<file path="src/rtl/bin2bcd_seq.sv">
// Sequential binary-to-BCD converter (shift-add-3), one iteration per clock,
// valid/ready handshake on both the binary input and the BCD output.
module bin2bcd_seq #(
    parameter int WIDTH  = 8,
    parameter int DIGITS = 3
) (
    input  logic                clk,
    input  logic                rst,
    input  logic                in_valid,
    output logic                in_ready,
    input  logic [WIDTH-1:0]    bin,
    output logic                out_valid,
    input  logic                out_ready,
    output logic [4*DIGITS-1:0] bcd,
    output logic                busy
);

    // state | meaning
    // IDLE  | waiting for in_valid, in_ready=1
    // SHIFT | one add-3/shift iteration per clock, busy=1
    // DONE  | result held on bcd, out_valid=1 until out_ready
    typedef enum logic [1:0] {IDLE, SHIFT, DONE} state_t;

    localparam int IW = $clog2(WIDTH + 1);
    localparam int BW = 4 * DIGITS;
    localparam logic [IW-1:0] LAST = IW'(WIDTH - 1);
    localparam longint unsigned BCD_RANGE = 64'd10 ** DIGITS;
    localparam longint unsigned BIN_RANGE = 64'd1 << WIDTH;

    generate
        if (BCD_RANGE < BIN_RANGE) begin : g_range_check
            $error("bin2bcd_seq: DIGITS too small to represent 2**WIDTH-1");
        end
    endgenerate

    state_t           state, state_nx;
    logic [WIDTH-1:0] shreg, shreg_nx;
    logic [BW-1:0]    work, work_nx, adj, work_sh;
    logic [BW-1:0]    bcd_nx;
    logic [IW-1:0]    iter, iter_nx;

    // Add-3 is confined to each nibble; no carry propagates between digits.
    always_comb begin
        adj = work;
        for (int d = 0; d < DIGITS; d++) begin
            if (work[4*d +: 4] >= 4'd5)
                adj[4*d +: 4] = work[4*d +: 4] + 4'd3;
        end
        work_sh = {adj[BW-2:0], shreg[WIDTH-1]};
    end

    always_comb begin
        state_nx = state;
        shreg_nx = shreg;
        work_nx  = work;
        iter_nx  = iter;
        bcd_nx   = bcd;
        case (state)
            IDLE: begin
                if (in_valid) begin
                    shreg_nx = bin;
                    work_nx  = '0;
                    iter_nx  = '0;
                    state_nx = SHIFT;
                end
            end
            SHIFT: begin
                work_nx  = work_sh;
                shreg_nx = shreg << 1;
                iter_nx  = iter + 1'b1;
                if (iter == LAST) begin
                    bcd_nx   = work_sh;
                    state_nx = DONE;
                end
            end
            DONE: begin
                if (out_ready)
                    state_nx = IDLE;
            end
            default: state_nx = IDLE;
        endcase
    end

    always_ff @(posedge clk or negedge rst) begin
        if (!rst) begin
            state <= IDLE;
            shreg <= '0;
            work  <= '0;
            iter  <= '0;
            bcd   <= '0;
        end else begin
            state <= state_nx;
            shreg <= shreg_nx;
            work  <= work_nx;
            iter  <= iter_nx;
            bcd   <= bcd_nx;
        end
    end

    // Gated by rst so the producer never sees ready while the block is held in reset.
    assign in_ready  = (state == IDLE) && rst;
    assign out_valid = (state == DONE);
    assign busy      = (state == SHIFT);

endmodule

</file>
<file path="config.mk">
export PLATFORM = sky130hd
export DESIGN_NAME = bin2bcd_seq
export DESIGN_NICKNAME = d
export VERILOG_FILES = /design/src/rtl/bin2bcd_seq.sv
export SDC_FILE = /design/constraint.sdc
export NUM_CORES = 1
export LEC_CHECK = 0
export ABC_AREA = 1
export BUFFER_PORTS_ARGS = -buffer_cell sky130_fd_sc_hd__buf_2
export CORE_UTILIZATION = 60
export DETAILED_ROUTE_END_ITERATION = 10
export PLACE_DENSITY_LB_ADDON = 0.3
export SYNTH_ARGS = -nofsm -noshare
export SYNTH_HDL_FRONTEND = slang
export SYNTH_SLANG_ARGS = --single-unit
</file>
<file path="constraint.sdc">
create_clock -name clk -period 2.1 [get_ports clk]
set_input_delay 0.105 -clock clk [delete_from_list [all_inputs] [get_ports clk]]
set_output_delay 0.105 -clock clk [all_outputs]
set_load 0.02 [all_outputs]
</file>
==> flow_summary.ini, run 1 <==
[placement]
dp.cells = 278
hpwl_um = 2510
portBuffers = 26
gp_congestion = 0.833
place_area_um2 = 2000

[synthesis]
synth_area_um2 = 1850
ys_ff_latch = 38
synthArstFlopShare_pct = 100
yosysUniqueCellTypes = 25
synth_edf_count = 0
synth_top_area_share_pct = 51.4
synth-seq-area-share_pct = 51.4
synth_fp_nets = 242
synth_cells = 223
synth.avg_cell_area_um2 = 8.29
synth_top_cells_by_area = dfrtp_1 (51%), nand2_1 (18%), nand3_1 (7.6%), ha_1 (4.7%), inv_1 (3.5%)
yosysWarnings = 0
ys.flop_type = dfrtp_1
yosysTopAreaCell = dfrtp_1

[timing]
report.final.slew_viol_count = 0
setup_viol = 0
whs_ns = 0.105
fin_crit_sh_pct = 77.4
max_freq_mhz = 615
skew_ns = 0.00484
slew_headroom_pct = 69.1
fin_setup_tns_ns = 0
rsz0062_at_grt = no
post-route-min-period_ns = 1.63
finalHoldViolCount = 0
worst_pin_slew_ns = 0.463

[status]
outcome = finished with violations
violations = DRC

[global_routing]
overflow = 0
grt_usage_pct = 25.4
grt_pass1_wl_um = 6220
grt_pass1_vias = 1454
grt_max_degree = 39
antenna_found_initial = 0

[setup_path]
crit_slowest_cell = dfrtp_1
r2r_start = state[0]
crit_start = state[0]
path_cells = nand2_4 > inv_1 > buf_2
critical_path.max_fanout = 12
max_stage_delay_ns = 0.48
cp.required_ns = 2.00
critical_path_arrival_ns = 1.52
critPathCaptureType = output port
worst_setup_path_start_kind = flip-flop
crit_type = flip-flop to output port

[drt]
wl_um = 3760
ant_nets = 0
dr_wl_met3_um = 130
dr.max_layer_used = met4
vias = 1596
drtPass1Iterations = 7
drt-initial-drc-count = 63
drt-met1-wl_um = 1670
route.detailed.drc = 3
routed-wl-met2_um = 1920
routedWlPerCell_um = 12.7
avgViaCountPerCell = 5.41

[clock_network]
cts_buffers = 5
clk_pin_slew_ns = 0.10
htree_levels = 2
max-clock-path-buffers = 2
cts.sinks = 38
cts_setup_buffers = 0
insertion_delay_ns = 0.34
post_cts_resized = 0
clockRootBuffer = clkbuf_4
cts_tree = done

[job]
maxCapViolCount = 0

[pwr]
vdd_drop_max_mv = 0.768
p_per_area_nw_per_um2 = 1460
p_leak_nw = 1.17

[layout]
finalInstanceArea_um2 = 2140
synthToLayoutAreaGrowth_pct = 15.9
antennaDiodeCount = 0
multiInputGateArea_um2 = 786
fillers = 212
drive_above_1_share_pct = 15.2
final_cells = 295
regArea_um2 = 951
nets = 283

[floorplan]
die_height_um = 57.5
dieWidth_um = 57.5
ios = 27
dieArea_um2 = 3310
start_util_pct = 65.4
fp-row-count = 19
fp.coreArea_um2 = 2830

[worst_hold_path]
min_path_type = primary input to flip-flop
worstHoldStart = in_valid
[cells by family (layout without fill, tap and decap cells)]
kind of cell	after synthesis	after routing	share of synthesized area, %
AND/OR/NAND/NOR	135	135	31.9
flip-flops	38	38	51.4
buffers and inverters	24	65	6.09
AO/OA/AOI/OAI	19	19	5.89
adder cells (fa/ha/maj)	7	7	4.74
[metrics by stage]
step                total power [W]  utilization, %  setup WS, ns
CTS                         0.00312            75.8         0.458
detailed placement          0.00276            70.6         0.679
global route                0.00338            75.8         0.384
finish                      0.00312            75.8         0.475
floorplan                   0.00238               -         0.789
global placement            0.00272            70.6         0.689
[placed cells by master (no fill, tap or decap), types with 2 or more instances in the layout]
cell type,n
nand4_1,6
buf_2,26
ha_1,7
o21ai_0,8
dfrtp_1,38
nor2_1,6
nand2_1,90
inv_2,2
o21ai_1,3
clkbuf_4,5
inv_1,17
clkbuf_1,2
nand3_1,28
buf_4,2
dlygate4sd3_1,10
o22ai_1,3
[state kept, by name, indices dropped and copies added (netlist names)]
signal,flops
work,12
state,2
bcd,12
iter,4
shreg,8
[worst paths after layout]
path	to	slack (ns)	cells past startpoint
setup / recovery	busy	0.47	3
hold / removal	state[0]	0.10	3
setup reg to reg	iter[0]	0.67	5
hold reg to reg	bcd[8]	0.48	2
max in group asynchronous	state[0]	1.42	3
min in group asynchronous	work[9]	0.34	3
[per-layer routing]
metal	GRT usage [%]	up-vias
met5	0	-
met3	6.80	6
met4	9.76	0
met1	29.8	755
li1	-	803
met2	44.4	32
[where the power goes]
part / total [W] / switching [W] / internal [W]
Sequential: 0.00127 / 0.000215 / 0.00105
Clock: 0.000350 / 0.000224 / 0.000126
Combinational: 0.00151 / 0.000987 / 0.000519
Total: 0.00312 / 0.00143 / 0.00170
[critical path: cells and delay by family (launching register included)]
family,cells,cell delay [ns]
buffers and inverters,2,0.56
DFF,1,0.48
and+or+nand+nor,1,0.14
[Yosys cell counts, types with 2 or more instances]
library cell  number
buf_6              2
nand3_1           28
dfrtp_1           38
o21ai_1            3
inv_1             17
nand2_1           90
o21ai_0            8
nor2_1             6
o22ai_1            3
inv_2              2
nand4_1            6
ha_1               7
[repair_timing]
action,4_1_cts,5_1_grt
hold endpoints to repair,47,0
setup endpoints to repair,0,0
hold buffers,10,0
[final cells by class]
class                      count  area share [%]
sequential                    38            44.4
multi-input combinational    161            36.7
timing repair buffer          38            11.4
inverter                      20            3.62
clock buffer                   7            2.10
tap                           31            1.81
(Power assumes the default switching activity.)
==> run 2: changes to the inputs <==
--- a/config.mk
+++ b/config.mk
@@ -5,9 +5,9 @@
 export SDC_FILE = /design/constraint.sdc
 export NUM_CORES = 1
 export LEC_CHECK = 0
-export ABC_AREA = 1
+export ABC_AREA = 0
 export BUFFER_PORTS_ARGS = -buffer_cell sky130_fd_sc_hd__buf_2
-export CORE_UTILIZATION = 60
+export CORE_UTILIZATION = 56
 export DETAILED_ROUTE_END_ITERATION = 10
 export PLACE_DENSITY_LB_ADDON = 0.3
 export SYNTH_ARGS = -nofsm -noshare
==> constraint.sdc (replaced) <==
create_clock -name clk -period 1.6 [get_ports clk]
set_input_delay 0.08 -clock clk [delete_from_list [all_inputs] [get_ports clk]]
set_output_delay 0.08 -clock clk [all_outputs]
set_load 0.02 [all_outputs]
==> run 2 against run 1 <==
Net effect: the run now ends clean; cell area rose by 7.7%; worst hold slack got worse by 0.085 ns; clock skew rose by 0.0048 ns; combinational power rose by 75%; sequential power rose by 39%.
==> flow_summary.ini, run 2 <==
[status]
outcome = complete, no violations

[pwr]
p_leak_nw = 1.06
seqPwrFrac_pct = 35.6
p_sw_w = 0.00211
comb_power_share_pct = 53.6
vdd_drop_max_mv = 0.986
clockPowerShare_pct = 10.8
internal_power_w = 0.00285
swShare_pct = 42.5
p_per_area_nw_per_um2 = 2150

[setup_path]
crit_slowest_cell = dfrtp_1
r2r_slack_ns = 0.01
max_stage_delay_ns = 0.42
path_cells = inv_2 > ha_2 > nand2b_4 > a21oi_2 > buf_4 > xnor2_1 > mux2_4
cp_top_family = flip-flops
worst_setup_path_start_kind = flip-flop
critPathCaptureType = flip-flop
r2r-end = bcd[1]
r2r_start = work[1]
crit_end = bcd[1]
critical_path_arrival_ns = 1.83
cp.required_ns = 1.84
crit_type = flip-flop to flip-flop
critical_path.max_fanout = 4
crit_cells = 7
reg2reg_depth = 7
critPathBufInv = 2
crit_start = work[1]

[synthesis]
synth.avg_cell_area_um2 = 10.3
synthArstFlopShare_pct = 100
synth_cells = 182
yosysWarnings = 0
ys.flop_type = dfrtp_1
synth-seq-area-share_pct = 51.0
synth_edf_count = 0
synth_top_cells_by_area = dfrtp_1 (51%), o21ai_0 (6.4%), a21oi_1 (5.1%), ha_1 (4.7%), nor2b_1 (3.4%)
synth_most_common_cell = dfrtp_1
synth_top_area_share_pct = 51.0
yosysUniqueCellTypes = 28
synthTopCellsByCount = dfrtp_1 (38), o21ai_0 (24), a21oi_1 (19)
ys_ff_latch = 38
synth_fp_nets = 201
synth_area_um2 = 1870
yosysTopAreaCell = dfrtp_1

[timing]
slew_headroom_pct = 51.9
skew_ns = 0.00966
worst_pin_slew_ns = 0.721
whs_ns = 0.0198
max_freq_mhz = 630
finalHoldViolCount = 0
setup_viol = 0
fin_setup_tns_ns = 0
fin_crit_sh_pct = 99.2
post-route-min-period_ns = 1.59
report.final.slew_viol_count = 0

[drt]
ant_nets = 0
wl_um = 4190
drt-initial-drc-count = 61
vias = 1514
drtPass1Iterations = 4
avgViaCountPerCell = 5.57
route.detailed.drc = 0
routedWlPerCell_um = 15.4

[job]
maxCapViolCount = 0

[layout]
reg_top3 = bcd x12, work x12, shreg x8
final_util_pct = 74.4
layout_commonest_cell = dfrtp_1
layout_common_cells = dfrtp_1 (37), buf_2 (26), o21ai_0 (24)
synthToLayoutAreaGrowth_pct = 23.7
nets = 246
antennaDiodeCount = 0
drive_above_1_share_pct = 33.8

[clock_network]
cts_buffers = 5
clk_pin_slew_ns = 0.10
insertion_delay_ns = 0.36
cts.sinks = 38
htree_levels = 2
clockRootBuffer = clkbuf_4
cts_tree = done
max-clock-path-buffers = 2

[placement]
portBuffers = 26
hpwl_um = 2630
gp_congestion = 0.817

[floorplan]
fp.coreArea_um2 = 3100
dieWidth_um = 59.7
fp-row-count = 20
dieArea_um2 = 3570
ios = 27
start_util_pct = 60.1
die_height_um = 59.7

[global_routing]
overflow = 0
grt_pass1_wl_um = 6600
grt_max_degree = 39
grt_usage_pct = 25.6
grt_pass1_vias = 1457
antenna_found_initial = 0

[worst_hold_path]
min_path_type = primary input to flip-flop
min_path_cells = 3
-- run 2: changes by cell type in the layout (fill, tap and decap cells not counted), moves of 5 or more --
cell	before	now
a21oi_1	1	14
a21oi_2	0	5
a22o_1	0	6
a22oi_1	0	7
buf_4	2	15
dlygate4sd3_1	10	4
inv_1	17	4
nand2_1	90	12
nand3_1	28	1
nand4_1	6	0
nor2b_1	0	10
o21ai_0	8	24
-- run 2: area by class of cell --
class                           instances  area, um2
Sequential cell                        38        952
Multi-Input combinational cell        127        902
Fill cell                             228        795
Timing Repair Buffer                   47        305
Clock buffer                            7       55.1
Tap cell                               44       55.1
Inverter                                8       33.8
Clock inverter                          1       5.00
-- run 2: routing by layer --
layer,global-route usage (%),vias to the layer above,wire [um]
met2,42.9,26,2130
met3,5.19,7,123
li1,-,728,-
met4,11.0,0,59
met5,0,-,0
met1,32.0,753,1870
-- run 2: timing repair --
action / 4_1_cts / 5_1_grt
buffers inserted: 4 / 5
endpoints found under the hold margin: 41 / 0
pin swaps: 1 / 3
setup endpoints to repair: 7 / 13
hold buffers: 4 / 0
resized for setup: 6 / 15
-- run 2: worst reg2reg max path, delay by kind of cell (launching register included) --
family | cells | cell delay [ns]
AOI/OAI and AO/OA | 1 | 0.19
xor gates and xnor gates | 1 | 0.08
adders and majority gates | 1 | 0.23
buffers and inverters | 2 | 0.23
DFF | 1 | 0.42
muxes | 1 | 0.26
and+or+nand+nor | 1 | 0.07
-- run 2: through the flow --
step / std cells / power, W / setup slack [ns] / cell area [um2]
2_1_floorplan: 182 / 0.00328 / 0.0975 / 1870
3_3_place_gp: 251 / 0.00376 / 0.0311 / 2060
3_5_place_dp: 251 / 0.00392 / -0.0564 / 2060
4_1_cts: 267 / 0.00460 / 0.00139 / 2210
5_1_grt: 272 / 0.00529 / -0.0311 / 2310
6_report: 272 / 0.00495 / 0.0123 / 2310
-- run 2: cell families after synthesis --
kind of cell,Yosys count,share of synthesized area [%]
DFF,38,51.0
muxes,7,4.63
adders and majority gates,7,4.69
xor gates and xnor gates,3,1.41
buffers and inverters,17,4.36
and+or+nand+nor,48,14.4
AOI/OAI and AO/OA,62,19.6
-- run 2: power by group through the flow --
stage          sequential (W)  clock (W)  combinational (W)
4_1_cts               0.00175   0.000548            0.00231
3_3_place_gp          0.00172          0            0.00204
5_1_grt               0.00181   0.000590            0.00288
6_report              0.00176   0.000536            0.00265
2_1_floorplan         0.00188          0            0.00140
3_5_place_dp          0.00177          0            0.00215
-- run 2: how the worst min path moves through the flow --
stage / end / start
finish: shreg[6] / bin[6]
global route: shreg[4] / bin[4]
CTS: shreg[6] / bin[6]
detailed placement: shreg[7] / rst
global placement: shreg[7] / rst
floorplan: bcd[0] / rst
==> run 3: changes to the inputs <==
--- a/config.mk
+++ b/config.mk
@@ -7,7 +7,9 @@
 export LEC_CHECK = 0
 export ABC_AREA = 0
 export BUFFER_PORTS_ARGS = -buffer_cell sky130_fd_sc_hd__buf_2
-export CORE_UTILIZATION = 56
+export CELL_PAD_IN_SITES_DETAIL_PLACEMENT = 1
+export CELL_PAD_IN_SITES_GLOBAL_PLACEMENT = 1
+export CORE_UTILIZATION = 44
 export DETAILED_ROUTE_END_ITERATION = 10
 export PLACE_DENSITY_LB_ADDON = 0.3
 export SYNTH_ARGS = -nofsm -noshare
==> run 3 against run 2 <==
Net effect: routed wire length rose by 13%; die area rose by 26%; register-to-register slack improved by 0.02 ns; sequential share of layout area fell by 0.45 points; worst setup slack improved by 0.024 ns; global-route usage fell by 2.2 points; utilization fell by 17 points; total power rose by 3.4%; flip-flop and latch count did not move; cell count rose by 1.5%; largest power group unchanged.
==> flow_summary.ini, run 3 (same netlist as run 2, synthesis figures left out) <==
[layout]
layout_commonest_cell = dfrtp_1
synthToLayoutAreaGrowth_pct = 24.9
antennaDiodeCount = 0
finalInstanceArea_um2 = 2330
drive_above_1_share_pct = 34.1
reg_top3 = bcd x12, work x12, shreg x8
nets = 245
layout_common_cells = dfrtp_1 (38), buf_2 (26), o21ai_0 (23)
final_util_pct = 57.9

[global_routing]
antenna_found_initial = 0
grt_pass1_vias = 1623
grt_usage_pct = 23.3
grt_pass1_wl_um = 7620
overflow = 0
grt_max_degree = 39

[pwr]
vdd_drop_max_mv = 0.986
clockPowerShare_pct = 12.0
p_per_area_nw_per_um2 = 2200
p_leak_nw = 1.06
internal_power_w = 0.00298
comb_power_share_pct = 53.6
seqPwrFrac_pct = 34.4
swShare_pct = 41.8
p_sw_w = 0.00214

[timing]
report.final.slew_viol_count = 0
rsz0062_at_grt = yes
finalHoldViolCount = 0
fin_crit_sh_pct = 97.8
max_freq_mhz = 639
setup_viol = 0
slew_headroom_pct = 67.0
worst_pin_slew_ns = 0.495
skew_ns = 0.00245
post-route-min-period_ns = 1.56

[status]
outcome = complete, no violations

[drt]
routedWlPerCell_um = 17.2
drt-initial-drc-count = 81
avgViaCountPerCell = 5.56
drtPass1Iterations = 3
ant_nets = 0
route.detailed.drc = 0
vias = 1535
wl_um = 4740

[floorplan]
dieArea_um2 = 4500
dieWidth_um = 67.1
die_height_um = 67.1
ios = 27
fp.coreArea_um2 = 4030
start_util_pct = 46.3
fp-row-count = 23

[setup_path]
critical_path.max_fanout = 3
crit_type = flip-flop to flip-flop
critical_path_arrival_ns = 1.75
r2r-end = bcd[1]
r2r_slack_ns = 0.04
worst_setup_path_start_kind = flip-flop
critPathCaptureType = flip-flop
reg2reg_depth = 7
cp.required_ns = 1.78
r2r_start = work[1]

[placement]
place_area_um2 = 2090
hpwl_um = 3070
portBuffers = 26
gp_congestion = 0.764

[clock_network]
cts_buffers = 5
clockRootBuffer = clkbuf_8
htree_levels = 2
insertion_delay_ns = 0.29
clk_pin_slew_ns = 0.07
max-clock-path-buffers = 2
cts.sinks = 38
cts_tree = done

[worst_hold_path]
min_path_type = primary input to flip-flop
min_path_cells = 3
worstHoldStart = out_ready
hold-path-endpoint = state[1]

[job]
maxCapViolCount = 0
[run 3: what timing repair did]
action | 4_1_cts | 5_1_grt
pin swaps | 3 | 4
hold endpoints to repair | 38 | 0
cloned | 0 | 0
hold buffers | 1 | 0
setup endpoints to repair | 8 | 11
setup buffers | 2 | 6
resized for setup | 7 | 15
[run 3: per-stage QoR]
stage | std cells | TNS (ns) | hold WS, ns | total power [W] | setup slack [ns]
finish | 276 | 0 | 0.0613 | 0.00512 | 0.0358
global route | 276 | -0.0903 | 0.0858 | 0.00554 | -0.0354
CTS | 270 | 0 | 0.0567 | 0.00481 | 0.00582
detailed placement | 260 | -0.294 | 0.239 | 0.00402 | -0.0840
global placement | 260 | 0 | 0.226 | 0.00382 | 0.0226
floorplan | 182 | 0 | -0.216 | 0.00328 | 0.0975
[run 3: area by class of cell]
class | count | area [um2]
Clock buffer | 7 | 76.3
Fill cell | 454 | 1700
Inverter | 8 | 33.8
Multi-Input combinational cell | 127 | 917
Sequential cell | 38 | 951
Tap cell | 50 | 62.6
Timing Repair Buffer | 46 | 290
[run 3: power by group through the flow]
stage	Sequential [W]	Clock, W	Combinational (W)
finish	0.00176	0.000616	0.00274
global route	0.00182	0.000686	0.00303
CTS	0.00176	0.000639	0.00241
floorplan	0.00188	0	0.00140
detailed placement	0.00175	0	0.00227
global placement	0.00171	0	0.00211
[run 3: critical path, stage by stage, from the launching register on]
cell      delay, ns
dfrtp_1        0.35
inv_1          0.09
ha_1           0.20
nand2b_4       0.15
a21oi_2        0.18
buf_4          0.14
xnor2_1        0.07
mux2_4         0.26
[run 3: routing by layer]
| metal | wire length [um] | GRT usage [%] | part of all wire [%] | vias up |
|---|---|---|---|---|
| li1 | - | - | - | 724 |
| met1 | 2020 | 27.5 | 43 | 771 |
| met2 | 2480 | 41.6 | 52 | 27 |
| met3 | 122 | 4.28 | 2.6 | 13 |
| met4 | 114 | 8.78 | 2.4 | 0 |
| met5 | 0 | 0 | 0 | - |
[run 3: worst max path at each step]
stage	end	depth (start not counted)	slack (ns)	startpoint
2_1_floorplan	work[6]	5	0.1	work[4]
3_3_place_gp	work[2]	6	0.02	work[1]
4_1_cts	work[6]	6	0.006	work[5]
5_1_grt	bcd[1]	7	-0.04	work[1]
3_5_place_dp	work[10]	6	-0.08	work[9]
6_report	bcd[1]	7	0.04	work[1]
